`src/rtl/stopwatch_counter_if.sv`:
```
// Control and display bundle for stopwatch_counter: master drives the pulses,
// slave (the counter) returns the BCD digits and status flags.
interface stopwatch_counter_if;
  logic       tick;
  logic       count_enable;
  logic       clear_in;
  logic       lap_in;
  logic [3:0] min_tens;
  logic [3:0] min_ones;
  logic [3:0] sec_tens;
  logic [3:0] sec_ones;
  logic       wrap;
  logic       frozen;

  modport master (
    output tick, count_enable, clear_in, lap_in,
    input  min_tens, min_ones, sec_tens, sec_ones, wrap, frozen
  );

  modport slave (
    input  tick, count_enable, clear_in, lap_in,
    output min_tens, min_ones, sec_tens, sec_ones, wrap, frozen
  );
endinterface

```
`src/rtl/stopwatch_counter.sv`:
```
// MM:SS BCD stopwatch, 00:00-59:59, with a one-cycle wrap pulse.
// Optional lap-hold snapshot display is enabled by defining STOPWATCH_LAP_HOLD_EN.
module stopwatch_counter (
  input  logic                 clk,
  input  logic                 reset,
  stopwatch_counter_if.slave   sw
);

  logic [3:0] sec_ones_q, sec_ones_d;
  logic [3:0] sec_tens_q, sec_tens_d;
  logic [3:0] min_ones_q, min_ones_d;
  logic [3:0] min_tens_q, min_tens_d;
  logic       wrap_q, wrap_d;
  logic       advance;

  assign advance = sw.tick && sw.count_enable;

  // Ripple carry: each digit only moves when all lower digits are at their maximum.
  always_comb begin
    sec_ones_d = sec_ones_q;
    sec_tens_d = sec_tens_q;
    min_ones_d = min_ones_q;
    min_tens_d = min_tens_q;
    wrap_d     = 1'b0;
    if (sw.clear_in) begin
      sec_ones_d = 4'd0;
      sec_tens_d = 4'd0;
      min_ones_d = 4'd0;
      min_tens_d = 4'd0;
    end else if (advance) begin
      if (sec_ones_q != 4'd9) begin
        sec_ones_d = sec_ones_q + 4'd1;
      end else begin
        sec_ones_d = 4'd0;
        if (sec_tens_q != 4'd5) begin
          sec_tens_d = sec_tens_q + 4'd1;
        end else begin
          sec_tens_d = 4'd0;
          if (min_ones_q != 4'd9) begin
            min_ones_d = min_ones_q + 4'd1;
          end else begin
            min_ones_d = 4'd0;
            if (min_tens_q != 4'd5) begin
              min_tens_d = min_tens_q + 4'd1;
            end else begin
              min_tens_d = 4'd0;
              wrap_d     = 1'b1;
            end
          end
        end
      end
    end
  end

  always_ff @(posedge clk or negedge reset) begin
    if (!reset) begin
      sec_ones_q <= 4'd0;
      sec_tens_q <= 4'd0;
      min_ones_q <= 4'd0;
      min_tens_q <= 4'd0;
      wrap_q     <= 1'b0;
    end else begin
      sec_ones_q <= sec_ones_d;
      sec_tens_q <= sec_tens_d;
      min_ones_q <= min_ones_d;
      min_tens_q <= min_tens_d;
      wrap_q     <= wrap_d;
    end
  end

  assign sw.wrap = wrap_q;

`ifdef STOPWATCH_LAP_HOLD_EN
  logic [15:0] snap_q, snap_d;
  logic        frozen_q, frozen_d;
  logic [15:0] disp_q, disp_d;

  // The display register is loaded from next-state values so it stays in step
  // with the live count and freeze flag while still being a plain flop output.
  always_comb begin
    snap_d   = snap_q;
    frozen_d = frozen_q;
    if (sw.clear_in) begin
      snap_d   = 16'd0;
      frozen_d = 1'b0;
    end else if (sw.lap_in) begin
      if (!frozen_q) begin
        snap_d   = {min_tens_q, min_ones_q, sec_tens_q, sec_ones_q};
        frozen_d = 1'b1;
      end else begin
        frozen_d = 1'b0;
      end
    end
    disp_d = frozen_d ? snap_d : {min_tens_d, min_ones_d, sec_tens_d, sec_ones_d};
  end

  always_ff @(posedge clk or negedge reset) begin
    if (!reset) begin
      snap_q   <= 16'd0;
      frozen_q <= 1'b0;
      disp_q   <= 16'd0;
    end else begin
      snap_q   <= snap_d;
      frozen_q <= frozen_d;
      disp_q   <= disp_d;
    end
  end

  assign sw.frozen = frozen_q;
  assign {sw.min_tens, sw.min_ones, sw.sec_tens, sw.sec_ones} = disp_q;
`else
  logic unused_lap;
  assign unused_lap = sw.lap_in;

  assign sw.frozen   = 1'b0;
  assign sw.min_tens = min_tens_q;
  assign sw.min_ones = min_ones_q;
  assign sw.sec_tens = sec_tens_q;
  assign sw.sec_ones = sec_ones_q;
`endif

endmodule
```
`src/flat_wrapper.sv`:
```
// flat-port wrapper written by rule: the top's interface ports become plain ports
module stopwatch_counter_flat 
  (clk, reset, sw_tick, sw_count_enable, sw_clear_in, sw_lap_in, sw_min_tens, sw_min_ones, sw_sec_tens, sw_sec_ones, sw_wrap, sw_frozen);
  stopwatch_counter_if sw_i ();
  input  logic clk;
  input  logic reset;
  input wire logic [$bits(sw_i.tick)-1:0] sw_tick;
  input wire logic [$bits(sw_i.count_enable)-1:0] sw_count_enable;
  input wire logic [$bits(sw_i.clear_in)-1:0] sw_clear_in;
  input wire logic [$bits(sw_i.lap_in)-1:0] sw_lap_in;
  output wire logic [$bits(sw_i.min_tens)-1:0] sw_min_tens;
  output wire logic [$bits(sw_i.min_ones)-1:0] sw_min_ones;
  output wire logic [$bits(sw_i.sec_tens)-1:0] sw_sec_tens;
  output wire logic [$bits(sw_i.sec_ones)-1:0] sw_sec_ones;
  output wire logic [$bits(sw_i.wrap)-1:0] sw_wrap;
  output wire logic [$bits(sw_i.frozen)-1:0] sw_frozen;
  assign sw_i.tick = sw_tick;
  assign sw_i.count_enable = sw_count_enable;
  assign sw_i.clear_in = sw_clear_in;
  assign sw_i.lap_in = sw_lap_in;
  assign sw_min_tens = sw_i.min_tens;
  assign sw_min_ones = sw_i.min_ones;
  assign sw_sec_tens = sw_i.sec_tens;
  assign sw_sec_ones = sw_i.sec_ones;
  assign sw_wrap = sw_i.wrap;
  assign sw_frozen = sw_i.frozen;
  stopwatch_counter u_core (.clk(clk), .reset(reset), .sw(sw_i));
endmodule
```
`config.mk`:
```
export PLATFORM = sky130hd
export DESIGN_NAME = stopwatch_counter_flat
export DESIGN_NICKNAME = d
export VERILOG_FILES = /design/src/rtl/stopwatch_counter_if.sv /design/src/rtl/stopwatch_counter.sv /design/src/flat_wrapper.sv
export SDC_FILE = /design/constraint.sdc
export NUM_CORES = 1
export LEC_CHECK = 0
export CORE_MARGIN = 2
export CORE_UTILIZATION = 50
export CTS_CLUSTER_DIAMETER = 80
export DETAILED_ROUTE_END_ITERATION = 12
export GPL_TIMING_DRIVEN = 1
export PLACE_DENSITY = 0.8
export SLEW_MARGIN = 20
export SYNTH_ARGS = -nofsm -noshare
export SYNTH_HDL_FRONTEND = slang
export SYNTH_SLANG_ARGS = --single-unit
```
`constraint.sdc`:
```
create_clock -name clk -period 4.5 [get_ports clk]
set_input_delay 0.675 -clock clk [delete_from_list [all_inputs] [get_ports clk]]
set_output_delay 0.675 -clock clk [all_outputs]
set_load 0.005 [all_outputs]
```
==> impl_metrics.json <==
{
  "final_nets": 141,
  "synth_cells": 106,
  "period_needed_ns": 2.10,
  "n_antenna_cell": 0,
  "vdd_ir_drop_max_mv": 0.139,
  "grt_pass1_vias": 820,
  "die_h_um": 49.4,
  "wl_um": 2010,
  "min_period_over_period_pct": 46.6,
  "use_met1_pct": 22.4,
  "wl_per_cell_um": 13.2,
  "hold_path_class": "flop to flop",
  "clk_latency_ns": 0.30,
  "synth-seq-cells": 17,
  "drtAntennaViolNets": 0,
  "cts_buffer_depth": 2,
  "seq_area_frac_synth_pct": 41.4,
  "grt_max_degree": 18,
  "crit_path_top_delay_cell": "or4_1",
  "fp.coreArea_um2": 1940,
  "critPathRequiredTime_ns": 4.74,
  "antenna_found_initial": 0,
  "io_buffer_count": 21,
  "cap_violations": 0,
  "cts_resized": 0,
  "mostFrequentLayoutCell": "clkdlybuf4s50_1",
  "cts_hold_buf": 0,
  "leakagePower_uw": 0.000533,
  "arrival_ns": 2.33,
  "via_per_inst": 5.59,
  "num_rows": 16,
  "fmax_ghz": 0.477,
  "slew_headroom_pct": 49.8,
  "crit_path_start_kind": "input pin",
  "post-cts-setup-buffer-count": 0,
  "setup_viol": 0,
  "drc": 0,
  "cts_tree": "built",
  "grt_pass1_wl_um": 3440,
  "cp_cell_sequence": "clkdlybuf4s50_1 -> and2_1 -> a31oi_4 -> or4_1 -> nand3_1",
  "syn_area_per_cell_um2": 9.70,
  "synth_cell_type_count": 35,
  "yosysWarnings": 0,
  "hold_viol_final": 0,
  "setup_ws_ns": 2.40,
  "powerDensity_nw_per_um2": 229,
  "fin_tns_setup_ns": 0,
  "firstDrtPassIters": 4,
  "slowest_delay_ns": 0.51,
  "finalClockSkew_ns": 0.00212,
  "synth_nets": 120,
  "grtUsageMet2_pct": 30.2,
  "clockRootBuffer": "clkbuf_4",
  "grt-busiest-layer": "met2",
  "drt_iter0_drc": 8,
  "htree_levels": 1,
  "place_congestion": 0.822,
  "grt-ovfl-total": 0,
  "worst_pin_slew_ns": 0.751,
  "dp_slack_ns": 2.08,
  "die_w_um": 49.4,
  "rsz0062_at_grt": "no",
  "critPathCaptureType": "flop",
  "die_area_um2": 2440,
  "nFillCells": 167,
  "synthToLayoutAreaGrowth_pct": 21.5,
  "start_util_pct": 53.0,
  "outcome": "complete, no violations",
  "slew_viol_final": 0,
  "worstPathMaxFanout": 8,
  "met3_usage_pct": 3.07,
  "numCtsBuffers": 3,
  "path_clk_slew_ns": 0.10,
  "syn-cell-area_um2": 1030,
  "final_cell_mix": "clkdlybuf4s50_1, dfrtp_1, a21oi_1, nor2_1, ha_1",
  "worst-setup-path-type": "input pin to flop",
  "cts.sinks": 17,
  "vias": 856,
  "place_hpwl_um": 1480,
  "layout-drive-gt1-share_pct": 6.35,
  "ios": 24,
  "grtUsageTotal_pct": 18.6
}
-- path summary, 6_finish.rpt --
kind / startpoint / to / slack (ns) / cells after the start
max in group asynchronous: reset / u_core.sw.sec_tens[3]$_DFFE_PN0P_ / 3.22 / 1
min in group asynchronous: reset / u_core.sw.min_ones[1]$_DFFE_PN0P_ / 0.81 / 1
min reg2reg: u_core.sw.sec_ones[3]$_DFFE_PN0P_ / u_core.sw.sec_ones[3]$_DFFE_PN0P_ / 0.57 / 1
max: sw_tick / u_core.sw.min_ones[3]$_DFFE_PN0P_ / 2.40 / 5
min: u_core.sw.sec_ones[3]$_DFFE_PN0P_ / u_core.sw.sec_ones[3]$_DFFE_PN0P_ / 0.57 / 1
max reg2reg: u_core.sw.sec_ones[1]$_DFFE_PN0P_ / u_core.sw.min_ones[3]$_DFFE_PN0P_ / 2.51 / 6
-- worst max-delay path, delay by kind of cell --
kind,cells,cell delay (ns)
AND/OR/NAND/NOR,3,0.99
buffers and inverters,1,0.47
AO/OA/AOI/OAI,1,0.19
-- synth_stat cells (all sizes together) --
cell,count,share of area (%)
dfrtp,17,41
a21oi,10,4.9
ha,8,9.7
nand2,8,3.7
nor2,8,2.9
nand3,6,2.9
o21ai,6,2.9
inv,5,1.8
buf,4,4.5
nor3,4,1.9
and3b,3,2.6
nand2b,3,1.8
nand3b,3,2.2
nand4,2,2.7
nor4,2,1.2
or4,2,1.5
a211o,1,0.85
a211oi,1,0.73
a21o,1,0.73
a311oi,1,0.85
a31oi,1,2.1
and2,1,0.61
clkbuf,1,0.36
conb,1,0.36
nand4b,1,0.85
nor2b,1,0.61
o22ai,1,0.61
o31ai,1,0.73
or2,1,0.61
or3,1,0.61
or3b,1,0.85
-- report_power, final --
| group | internal [µW] | leakage [µW] | switching [µW] |
|---|---|---|---|
| clock | 33.1 | 0.0000177 | 50.7 |
| sequential | 158 | 0.000234 | 6.98 |
| combinational | 18.8 | 0.000281 | 18.6 |
-- stage by stage --
step                total power [µW]  instances  utilization (%)  cell area [µm²]  hold WS [ns]
floorplan                        186        106                -             1030         0.379
global placement                 204        149             63.0             1220         0.527
detailed placement               206        149             63.0             1220         0.547
CTS                              288        153             64.4             1250         0.564
global route                     301        153             64.4             1250         0.613
finish                           286        153             64.4             1250         0.570
-- logic make-up after synthesis --
| logic type | after synthesis | synth area share (%) |
|---|---|---|
| AOI/OAI and AO/OA | 23 | 14.4 |
| adders and majority gates | 8 | 9.73 |
| buffers and inverters | 10 | 6.69 |
| DFF | 17 | 41.4 |
| other | 1 | 0.365 |
| and+or+nand+nor | 47 | 27.5 |
-- cell type report --
cell class                      instances  area (µm²)  area share, %
Inverter                                5        18.8           1.50
Tap cell                               27        33.8           2.70
Timing Repair Buffer                   21         210           16.8
Clock buffer                            3        22.5           1.80
Sequential cell                        17         425           34.0
Multi-Input combinational cell         79         534           42.7
Clock inverter                          1        5.00          0.400
-- sequential cells by signal, summed over array words and instances (netlist names) --
name                cells
u_core.sw.min_ones      4
u_core.sw.min_tens      4
u_core.sw.sec_ones      4
u_core.sw.sec_tens      4
u_core.sw.wrap          1
-- layer usage --
metal	share of wire (%)	wire, µm
met2	49	989
met4	3.0	60
met5	0	0
met1	44	882
met3	4.0	81
Power figures use the tool's default switching activity.
